[src/rtl/cache_arbiter_if.sv]
// cache_arbiter_if: L1 I/D cache request buses and the unified L2 port seen by the arbiter
interface cache_arbiter_if #(
    parameter int ADDR_W = 16,
    parameter int LINE_W = 128
);
    logic              i_req;
    logic [ADDR_W-1:0] i_addr;
    logic [LINE_W-1:0] i_rdata;
    logic              i_resp;
    logic              d_req;
    logic              d_we;
    logic [ADDR_W-1:0] d_addr;
    logic [LINE_W-1:0] d_wdata;
    logic [LINE_W-1:0] d_rdata;
    logic              d_resp;
    logic              l2_req;
    logic              l2_we;
    logic [ADDR_W-1:0] l2_addr;
    logic [LINE_W-1:0] l2_wdata;
    logic [LINE_W-1:0] l2_rdata;
    logic              l2_resp;
    // master: the arbiter, which masters the L2 port and answers the caches
    modport master (
        input  i_req, i_addr, d_req, d_we, d_addr, d_wdata, l2_rdata, l2_resp,
        output i_rdata, i_resp, d_rdata, d_resp, l2_req, l2_we, l2_addr, l2_wdata
    );
    // slave: the caches and L2 around the arbiter
    modport slave (
        output i_req, i_addr, d_req, d_we, d_addr, d_wdata, l2_rdata, l2_resp,
        input  i_rdata, i_resp, d_rdata, d_resp, l2_req, l2_we, l2_addr, l2_wdata
    );
endinterface

[src/rtl/cache_arbiter.sv]
// cache_arbiter: alternating-priority merge of I/D cache line traffic onto one L2 port
module cache_arbiter #(
    parameter int ADDR_W = 16,
    parameter int LINE_W = 128,
    parameter int CNT_W  = 16
) (
    input  logic              clk,
    input  logic              reset,
    cache_arbiter_if.master   bus,
    input  logic              stall_count_clear,
    output logic [CNT_W-1:0]  stall_count
);
    localparam logic [1:0] IDLE    = 2'd0;
    localparam logic [1:0] SERVE_I = 2'd1;
    localparam logic [1:0] SERVE_D = 2'd2;
    localparam logic [ADDR_W-1:0] LINE_MASK = ~ADDR_W'(LINE_W / 8 - 1);

    logic [1:0]        state_q, state_d;
    logic              last_d_q, last_d_d;
    logic [ADDR_W-1:0] addr_q, addr_d;
    logic              we_q, we_d;
    logic [LINE_W-1:0] wdata_q, wdata_d;
    logic [CNT_W-1:0]  cnt_q, cnt_d;
    logic              grant_i, grant_d, contend;

    // grant selection, request capture and saturating contention count
    always_comb begin
        grant_d  = bus.d_req && (!bus.i_req || !last_d_q);
        grant_i  = bus.i_req && !grant_d;
        state_d  = state_q;
        last_d_d = last_d_q;
        addr_d   = addr_q;
        we_d     = we_q;
        wdata_d  = wdata_q;
        contend  = 1'b0;
        if (state_q == IDLE) begin
            contend = bus.i_req && bus.d_req;
            if (grant_i || grant_d) begin
                state_d  = grant_d ? SERVE_D : SERVE_I;
                last_d_d = grant_d;
                addr_d   = (grant_d ? bus.d_addr : bus.i_addr) & LINE_MASK;
                we_d     = grant_d && bus.d_we;
                wdata_d  = bus.d_wdata;
            end
        end else begin
            contend = (state_q == SERVE_I) ? bus.d_req : bus.i_req;
            if (bus.l2_resp) state_d = IDLE;
        end
        cnt_d = stall_count_clear ? '0 : (contend && cnt_q != '1) ? cnt_q + 1'b1 : cnt_q;
    end

    // state and captured request registers
    always_ff @(posedge clk or posedge reset) begin
        if (reset) begin
            state_q  <= IDLE;
            last_d_q <= 1'b0;
            addr_q   <= '0;
            we_q     <= 1'b0;
            wdata_q  <= '0;
            cnt_q    <= '0;
        end else begin
            state_q  <= state_d;
            last_d_q <= last_d_d;
            addr_q   <= addr_d;
            we_q     <= we_d;
            wdata_q  <= wdata_d;
            cnt_q    <= cnt_d;
        end
    end

    assign bus.l2_req   = state_q != IDLE;
    assign bus.l2_we    = we_q && state_q == SERVE_D;
    assign bus.l2_addr  = addr_q;
    assign bus.l2_wdata = wdata_q;
    assign bus.i_resp   = state_q == SERVE_I && bus.l2_resp;
    assign bus.d_resp   = state_q == SERVE_D && bus.l2_resp;
    assign bus.i_rdata  = reset ? '0 : bus.l2_rdata;
    assign bus.d_rdata  = reset ? '0 : bus.l2_rdata;
    assign stall_count  = cnt_q;
endmodule

[src/flat_wrapper.sv]
// flat-port wrapper written by rule: the top's interface ports become plain ports
module cache_arbiter_flat 
#(
    parameter int ADDR_W = 16,
    parameter int LINE_W = 128,
    parameter int CNT_W  = 16
)
  (clk, reset, stall_count_clear, stall_count, bus_i_req, bus_i_addr, bus_d_req, bus_d_we, bus_d_addr, bus_d_wdata, bus_l2_rdata, bus_l2_resp, bus_i_rdata, bus_i_resp, bus_d_rdata, bus_d_resp, bus_l2_req, bus_l2_we, bus_l2_addr, bus_l2_wdata);
  cache_arbiter_if #(.ADDR_W(ADDR_W), .LINE_W(LINE_W)) bus_i ();
  input  logic clk;
  input  logic reset;
  input  logic stall_count_clear;
  output logic [CNT_W-1:0] stall_count;
  input wire logic [$bits(bus_i.i_req)-1:0] bus_i_req;
  input wire logic [$bits(bus_i.i_addr)-1:0] bus_i_addr;
  input wire logic [$bits(bus_i.d_req)-1:0] bus_d_req;
  input wire logic [$bits(bus_i.d_we)-1:0] bus_d_we;
  input wire logic [$bits(bus_i.d_addr)-1:0] bus_d_addr;
  input wire logic [$bits(bus_i.d_wdata)-1:0] bus_d_wdata;
  input wire logic [$bits(bus_i.l2_rdata)-1:0] bus_l2_rdata;
  input wire logic [$bits(bus_i.l2_resp)-1:0] bus_l2_resp;
  output wire logic [$bits(bus_i.i_rdata)-1:0] bus_i_rdata;
  output wire logic [$bits(bus_i.i_resp)-1:0] bus_i_resp;
  output wire logic [$bits(bus_i.d_rdata)-1:0] bus_d_rdata;
  output wire logic [$bits(bus_i.d_resp)-1:0] bus_d_resp;
  output wire logic [$bits(bus_i.l2_req)-1:0] bus_l2_req;
  output wire logic [$bits(bus_i.l2_we)-1:0] bus_l2_we;
  output wire logic [$bits(bus_i.l2_addr)-1:0] bus_l2_addr;
  output wire logic [$bits(bus_i.l2_wdata)-1:0] bus_l2_wdata;
  assign bus_i.i_req = bus_i_req;
  assign bus_i.i_addr = bus_i_addr;
  assign bus_i.d_req = bus_d_req;
  assign bus_i.d_we = bus_d_we;
  assign bus_i.d_addr = bus_d_addr;
  assign bus_i.d_wdata = bus_d_wdata;
  assign bus_i.l2_rdata = bus_l2_rdata;
  assign bus_i.l2_resp = bus_l2_resp;
  assign bus_i_rdata = bus_i.i_rdata;
  assign bus_i_resp = bus_i.i_resp;
  assign bus_d_rdata = bus_i.d_rdata;
  assign bus_d_resp = bus_i.d_resp;
  assign bus_l2_req = bus_i.l2_req;
  assign bus_l2_we = bus_i.l2_we;
  assign bus_l2_addr = bus_i.l2_addr;
  assign bus_l2_wdata = bus_i.l2_wdata;
  cache_arbiter #(.ADDR_W(ADDR_W), .LINE_W(LINE_W), .CNT_W(CNT_W)) u_core (.clk(clk), .reset(reset), .bus(bus_i), .stall_count_clear(stall_count_clear), .stall_count(stall_count));
endmodule
[config.mk]
export PLATFORM = sky130hd
export DESIGN_NAME = cache_arbiter_flat
export DESIGN_NICKNAME = d
export VERILOG_FILES = /design/src/rtl/cache_arbiter_if.sv /design/src/rtl/cache_arbiter.sv /design/src/flat_wrapper.sv
export SDC_FILE = /design/constraint.sdc
export NUM_CORES = 1
export LEC_CHECK = 0
export BUFFER_PORTS_ARGS = -buffer_cell sky130_fd_sc_hd__buf_2
export CORE_AREA = 10 10 267 269
export DETAILED_ROUTE_END_ITERATION = 8
export DIE_AREA = 0 0 277 279
export PLACE_DENSITY = 0.32
export SYNTH_ARGS = -nofsm -noshare
export SYNTH_HDL_FRONTEND = slang
export SYNTH_SLANG_ARGS = --single-unit
[constraint.sdc]
create_clock -name clk -period 6.2 [get_ports clk]
set_input_delay 1.24 -clock clk [delete_from_list [all_inputs] [get_ports clk]]
set_output_delay 1.24 -clock clk [all_outputs]
set_load 0.05 [all_outputs]
==> impl_metrics.json, run 1 <==
{
  "fp.dieW_um": 277,
  "final-setup-viol-count": 0,
  "starting_drt_drc_count": 339,
  "core_region_area_um2": 65600,
  "detail_route.wirelength_um": 50900,
  "grt_pass1_vias": 9175,
  "max_cap_violations": 0,
  "cp_max_fo": 91,
  "cts_tree": "built",
  "grt_antenna_before_repair": 28,
  "cts_max_path_buffers": 2,
  "power_leakage_uw": 0.00712,
  "fin_crit_sh_pct": 63.7,
  "syn-cell-area_um2": 8380,
  "grt_pass1_wl_um": 71100,
  "drc_errors": 0,
  "clkTransAtPathRegs_ps": 80,
  "synth-seq-cells": 160,
  "ir_worst_vdd_mv": 0.295,
  "floorplan.die.height_um": 279,
  "detailed_place_hpwl_um": 41800,
  "syn_area_per_cell_um2": 8.41,
  "timing.hold.worst_path_depth": 2,
  "grt_max_degree": 143,
  "r2r_cells": 5,
  "timing_worst_setup_path_type": "in2out",
  "final_worst_clock_skew_ps": 21.2,
  "fin_setup_tns_ps": 0,
  "post_drt_wl_per_cell_um": 21.0,
  "cts_max_level": 4,
  "fmax_mhz": 253,
  "detailroute.via_count": 8686,
  "number_of_pins_with_negative_max_slew_slack_in_the_final_report": 0,
  "grt_overflow": 0,
  "postCtsSetupBuffers": 0,
  "ctsHoldBuffers": 0,
  "timing.hold.worst.class": "reg2reg",
  "timing.critical_path.to_type": "primary output",
  "io-pin-count": 715,
  "syn_to_final_growth_pct": 49.4,
  "drtAntennaViolNets": 0,
  "maxSlewHeadroom_pct": 29.8,
  "clkLatencyLatePin_ps": 480,
  "critical_path_arrival_ps": 2710,
  "synth.yosys.seq_area_share_pct": 47.8,
  "yosys_warning_count": 0,
  "groute.usage.overall_pct": 12.6,
  "ctsRootBufferMaster": "sky130_fd_sc_hd__clkbuf_16",
  "rsz0062_at_grt": "no",
  "cp-start-kind": "primary input",
  "gp_congestion": 0.859,
  "port_buffers": 702,
  "netlist_instances": 996,
  "layout_min_cycle_time_ps": 3950,
  "post_synth_num_cell_types": 43,
  "cts_resized": 0,
  "die_area_um2": 77300,
  "detail_route.vias_per_cell": 3.58,
  "cts-buffers-inserted": 17,
  "async_flop_share_pct": 100,
  "std_cell_rows": 94,
  "status": "finished clean",
  "timing.critical_path.required_ps": 4960,
  "power_uw": 6810,
  "count_of_clock_tree_sinks": 160,
  "layout-drive-gt1-share_pct": 48.5,
  "initial_core_util_pct": 12.8,
  "ys_dominant_reg_cell": "sky130_fd_sc_hd__dfrtp_1",
  "worst-slew-pin-transition_ps": 1050,
  "dr.pass1.iters": 5,
  "cellPowerDensity_nw_per_um2": 544,
  "final_nets": 1838,
  "synth-edff-count": 0,
  "timing.final.hold_violations": 0
}
==> cells by family (layout without fill, tap and decap cells) <==
logic type | count (synthesis) | in the layout | share of synthesized area (%)
other cells | 1 | 10 | 0.0447
buf+inv | 193 | 749 | 15.1
simple gates | 575 | 575 | 31.1
fa+ha+maj | 1 | 1 | 0.149
mux | 16 | 16 | 1.97
flops | 160 | 160 | 47.8
compound gates | 50 | 50 | 3.88
==> layer usage <==
layer	global-route usage [%]	up-vias	wire length [um]
met5	0	-	101
met4	3.18	14	901
met3	7.23	75	6070
met2	21.7	491	25200
met1	13.0	4035	18700
li1	-	4071	-
==> final cells by class <==
class                           count  area, um^2
Antenna cell                        6        15.0
Multi-Input combinational cell    646        3140
Timing Repair Buffer              708        3600
Clock buffer                       17         425
Clock inverter                     15         224
Tap cell                          864        1080
Sequential cell                   160        4000
Fill cell                        7554       53100
Inverter                            9        41.3
==> per-stage QoR <==
stage               instances  worst slack, ps  cell area [um^2]  hold WS [ps]  utilization (%)
floorplan                 999              439              8390           459                -
global placement         2387             2230             11900           457             18.1
detailed placement       2387             2210             11900           456             18.1
CTS                      2419             2210             12500           478             19.1
global route             2422             2100             12500           493             19.1
finish                   2425             2250             12500           472             19.1
==> cells in the mapped netlist (2+ instances only) <==
| cell | n | area, um^2 |
|---|---|---|
| sky130_fd_sc_hd__o31ai_1 | 6 | 45.0 |
| sky130_fd_sc_hd__mux2i_1 | 12 | 120 |
| sky130_fd_sc_hd__o21ai_2 | 2 | 17.5 |
| sky130_fd_sc_hd__inv_1 | 9 | 33.8 |
| sky130_fd_sc_hd__buf_4 | 133 | 998 |
| sky130_fd_sc_hd__clkbuf_1 | 26 | 97.6 |
| sky130_fd_sc_hd__and2_1 | 4 | 25.0 |
| sky130_fd_sc_hd__buf_6 | 2 | 22.5 |
| sky130_fd_sc_hd__nand3_1 | 3 | 15.0 |
| sky130_fd_sc_hd__nand2_1 | 401 | 1510 |
| sky130_fd_sc_hd__buf_2 | 23 | 115 |
| sky130_fd_sc_hd__o41ai_1 | 2 | 17.5 |
| sky130_fd_sc_hd__a211oi_1 | 2 | 15.0 |
| sky130_fd_sc_hd__o21ai_0 | 16 | 80.1 |
| sky130_fd_sc_hd__dfrtp_1 | 160 | 4000 |
| sky130_fd_sc_hd__nor2b_1 | 131 | 820 |
| sky130_fd_sc_hd__and3_1 | 4 | 25.0 |
| sky130_fd_sc_hd__or3_1 | 2 | 12.5 |
| sky130_fd_sc_hd__a21oi_1 | 11 | 55.1 |
| sky130_fd_sc_hd__nor2_1 | 7 | 26.3 |
| sky130_fd_sc_hd__o22ai_1 | 2 | 12.5 |
| sky130_fd_sc_hd__o211a_1 | 2 | 20.0 |
| sky130_fd_sc_hd__mux2_2 | 4 | 45.0 |
| sky130_fd_sc_hd__or4_1 | 8 | 60.1 |
| sky130_fd_sc_hd__nand4_1 | 6 | 37.5 |
==> critical path: stages <==
cell	delay [ps]
sky130_fd_sc_hd__buf_4	610
sky130_fd_sc_hd__buf_4	400
sky130_fd_sc_hd__nor2b_1	140
sky130_fd_sc_hd__buf_2	230
==> power breakdown <==
part           internal, uW  switching, uW
Sequential             1510            251
Combinational           751           3110
Clock                   572            623
Total                  2830           3980
==> flip-flops by register name, indices dropped and copies added (netlist names) <==
signal	cells
u_core.bus.l2_wdata	128
u_core.bus.l2_addr	12
u_core.state_q	2
u_core.stall_count	16
u_core.we_q	1
u_core.last_d_q	1
==> final timing paths <==
path	to	slack [ps]	start
min in group asynchronous	u_core.bus.l2_addr[11]	1310	reset
min reg2reg	u_core.bus.l2_wdata[47]	470	u_core.bus.l2_wdata[47]
max in group asynchronous	u_core.bus.l2_wdata[64]	3650	reset
max	bus_d_rdata[92]	2250	reset
max reg2reg	u_core.bus.l2_wdata[100]	3820	u_core.state_q[1]
min	u_core.bus.l2_wdata[47]	470	u_core.bus.l2_wdata[47]
==> cell usage in the layout, fill, tap and decap left out, types with 5 or more instances in the layout <==
master                      instances
sky130_fd_sc_hd__o31ai_1            6
sky130_fd_sc_hd__buf_2            701
sky130_fd_sc_hd__clkbuf_16         17
sky130_fd_sc_hd__inv_12             6
sky130_fd_sc_hd__nand2_1          401
sky130_fd_sc_hd__o21ai_0           16
sky130_fd_sc_hd__inv_1              8
sky130_fd_sc_hd__nor2_1             7
sky130_fd_sc_hd__clkinv_8           5
sky130_fd_sc_hd__dfrtp_1          160
sky130_fd_sc_hd__a21oi_1           11
sky130_fd_sc_hd__inv_8              5
sky130_fd_sc_hd__mux2i_1           12
sky130_fd_sc_hd__nand4_1            6
sky130_fd_sc_hd__nor2b_1          131
sky130_fd_sc_hd__or4_1              8
sky130_fd_sc_hd__diode_2            6
(Power assumes the default switching activity.)
==> inputs of run 2 (changes only) <==
==> constraint.sdc (replaced) <==
create_clock -name clk -period 3.7 [get_ports clk]
set_input_delay 0.74 -clock clk [delete_from_list [all_inputs] [get_ports clk]]
set_output_delay 0.74 -clock clk [all_outputs]
set_load 0.05 [all_outputs]
==> run 2 against run 1 <==
Against the previous run: critical path depth unchanged; critical endpoint is now bus_d_rdata[93]; clock-buffer cell count did not move; power up 67%; combinational power is 69% higher; final cell count is 0.41% higher.
==> impl_metrics.json, run 2 (synthesis results as in run 1) <==
{
  "critical_path.cell_chain": "buf_4, buf_4, nor2b_1, buf_2",
  "fin_setup_tns_ps": 0,
  "initial_core_util_pct": 12.8,
  "internal_power_uw": 4790,
  "power_leakage_uw": 0.00719,
  "family_with_the_most_delay_on_the_worst_path": "buffers and inverters",
  "detailed_place_hpwl_um": 42200,
  "clock_power_share_pct": 16.9,
  "clkLatencyLatePin_ps": 470,
  "grt_overflow": 0,
  "largest_register_ffs": 128,
  "die_area_um2": 77300,
  "path_common_cell": "sky130_fd_sc_hd__buf_4",
  "timing.critical_path.required_ps": 2960,
  "combPwrFrac_pct": 57.2,
  "critical_path_arrival_ps": 2070,
  "core_region_area_um2": 65600,
  "detailroute.via_count": 8693,
  "post_drt_wl_per_cell_um": 20.6,
  "timing.final.hold_violations": 0,
  "std_cell_rows": 94,
  "grt_max_degree": 85,
  "fmax_mhz": 356,
  "critPathSlowestCell": "sky130_fd_sc_hd__buf_4",
  "cts_tree": "built",
  "max_cap_violations": 0,
  "layout-drive-gt1-share_pct": 49.0,
  "final_nets": 1853,
  "dpl.cell_count": 2402,
  "number_of_pins_with_negative_max_slew_slack_in_the_final_report": 0,
  "critPathBufInv": 3,
  "postCtsSetupBuffers": 0,
  "fin_crit_sh_pct": 75.9,
  "ctsRootBufferMaster": "sky130_fd_sc_hd__clkbuf_16",
  "gp_congestion": 0.891,
  "grt_pass1_vias": 9179,
  "timing_worst_setup_path_type": "in2out",
  "cts-buffers-inserted": 17,
  "dr.pass1.iters": 5,
  "stdcell_count": 2435,
  "p_seq_share_pct": 26.0,
  "cp-start-kind": "primary input",
  "clkTransAtPathRegs_ps": 90,
  "layout_min_cycle_time_ps": 2810,
  "worst-slew-pin-transition_ps": 1040,
  "layout.cells.most_common_list": "sky130_fd_sc_hd__buf_2 (701), sky130_fd_sc_hd__nand2_1 (401), sky130_fd_sc_hd__dfrtp_1 (160)",
  "ir_worst_vdd_mv": 0.389,
  "drc_errors": 0,
  "timing.hold.worst.class": "in2reg",
  "port_buffers": 702,
  "fillerInstances": 7522,
  "cpPeakStageDelay_ps": 510,
  "final_worst_clock_skew_ps": 15.9,
  "detail_route.vias_per_cell": 3.57,
  "netSwitchingFraction_pct": 57.9,
  "maxSlewHeadroom_pct": 30.8,
  "detail_route.wirelength_um": 50100,
  "final-setup-viol-count": 0,
  "timing.critical_path.to_type": "primary output",
  "multi_input_area_um2": 3140,
  "count_of_clock_tree_sinks": 160,
  "grt_antenna_before_repair": 33,
  "cts_resized": 0,
  "grt_pass1_wl_um": 70300,
  "cts_max_path_buffers": 2,
  "drtAntennaViolNets": 0,
  "starting_drt_drc_count": 272,
  "io-pin-count": 715,
  "groute.usage.overall_pct": 12.4,
  "ctsHoldBuffers": 0,
  "floorplan.die.height_um": 279,
  "final_common_cell": "sky130_fd_sc_hd__buf_2",
  "fp.dieW_um": 277,
  "syn_to_final_growth_pct": 50.8,
  "status": "finished clean",
  "cellPowerDensity_nw_per_um2": 901,
  "p_switching_uw": 6600,
  "rsz0062_at_grt": "no",
  "cp_max_fo": 63,
  "cts_max_level": 4,
  "sequential_cell_area_um2": 4000
}
## run 2: changes by cell type in the layout (fill, tap and decap cells not counted)
| cell | before | now |
|---|---|---|
| sky130_fd_sc_hd__buf_4 | 4 | 16 |
| sky130_fd_sc_hd__diode_2 | 6 | 1 |
| sky130_fd_sc_hd__inv_12 | 6 | 2 |
| sky130_fd_sc_hd__buf_12 | 3 | 6 |
| sky130_fd_sc_hd__clkinv_8 | 5 | 7 |
| sky130_fd_sc_hd__clkinvlp_4 | 0 | 2 |
| sky130_fd_sc_hd__inv_6 | 0 | 2 |
| sky130_fd_sc_hd__inv_8 | 5 | 3 |
## run 2: tightest hold or removal path, cell delays in order
cell	delay (ps)
sky130_fd_sc_hd__buf_2	80
sky130_fd_sc_hd__nand2_1	40
sky130_fd_sc_hd__nand2_1	40
## run 2: path summary, 6_finish.rpt
kind / to / cells after the start / slack (ps) / from
max: bus_d_rdata[93] / 4 / 890 / reset
min: u_core.bus.l2_wdata[99] / 3 / 440 / bus_d_wdata[99]
max reg2reg: u_core.stall_count[4] / 4 / 1600 / u_core.state_q[1]
min reg2reg: u_core.bus.l2_wdata[31] / 2 / 470 / u_core.bus.l2_wdata[31]
max in group asynchronous: u_core.bus.l2_wdata[80] / 3 / 2200 / reset
min in group asynchronous: u_core.bus.l2_wdata[26] / 2 / 740 / reset
## run 2: power by group through the flow
| stage | combinational, uW | clock [uW] | sequential, uW |
|---|---|---|---|
| 2_1_floorplan | 2100 | 0 | 5590 |
| 3_3_place_gp | 6690 | 0 | 2970 |
| 3_5_place_dp | 6680 | 0 | 2980 |
| 4_1_cts | 6670 | 2030 | 2980 |
| 5_1_grt | 7010 | 2080 | 3080 |
| 6_report | 6510 | 1920 | 2960 |
## run 2: per-layer routing
metal / GRT usage (%) / up-vias / share of wire [%]
li1: - / 4107 / -
met1: 13.1 / 4015 / 37
met2: 22.1 / 475 / 51
met3: 6.18 / 74 / 11
met4: 2.24 / 22 / 1.1
met5: 0 / - / 0.32
## run 2: area by class of cell
class,instances,area share [%]
diodes,1,0.0198
flip-flops and latches,160,31.7
well taps,864,8.55
repair buffers,723,29.7
multi-input cells,646,24.8
inverters,9,0.297
clock inverters,15,1.62
clock buffers,17,3.37
## run 2: stage by stage
step / hold slack (ps) / util, % / area (um^2) / setup WS [ps] / power (uW)
after global routing: 417 / 19.3 / 12600 / 755 / 12200
after global placement: 455 / 18.3 / 12000 / 855 / 9660
after CTS: 384 / 19.3 / 12600 / 856 / 11700
after detailed placement: 456 / 18.3 / 12000 / 856 / 9660
final: 444 / 19.3 / 12600 / 892 / 11400
after floorplan: 459 / - / 8400 / 673 / 7680
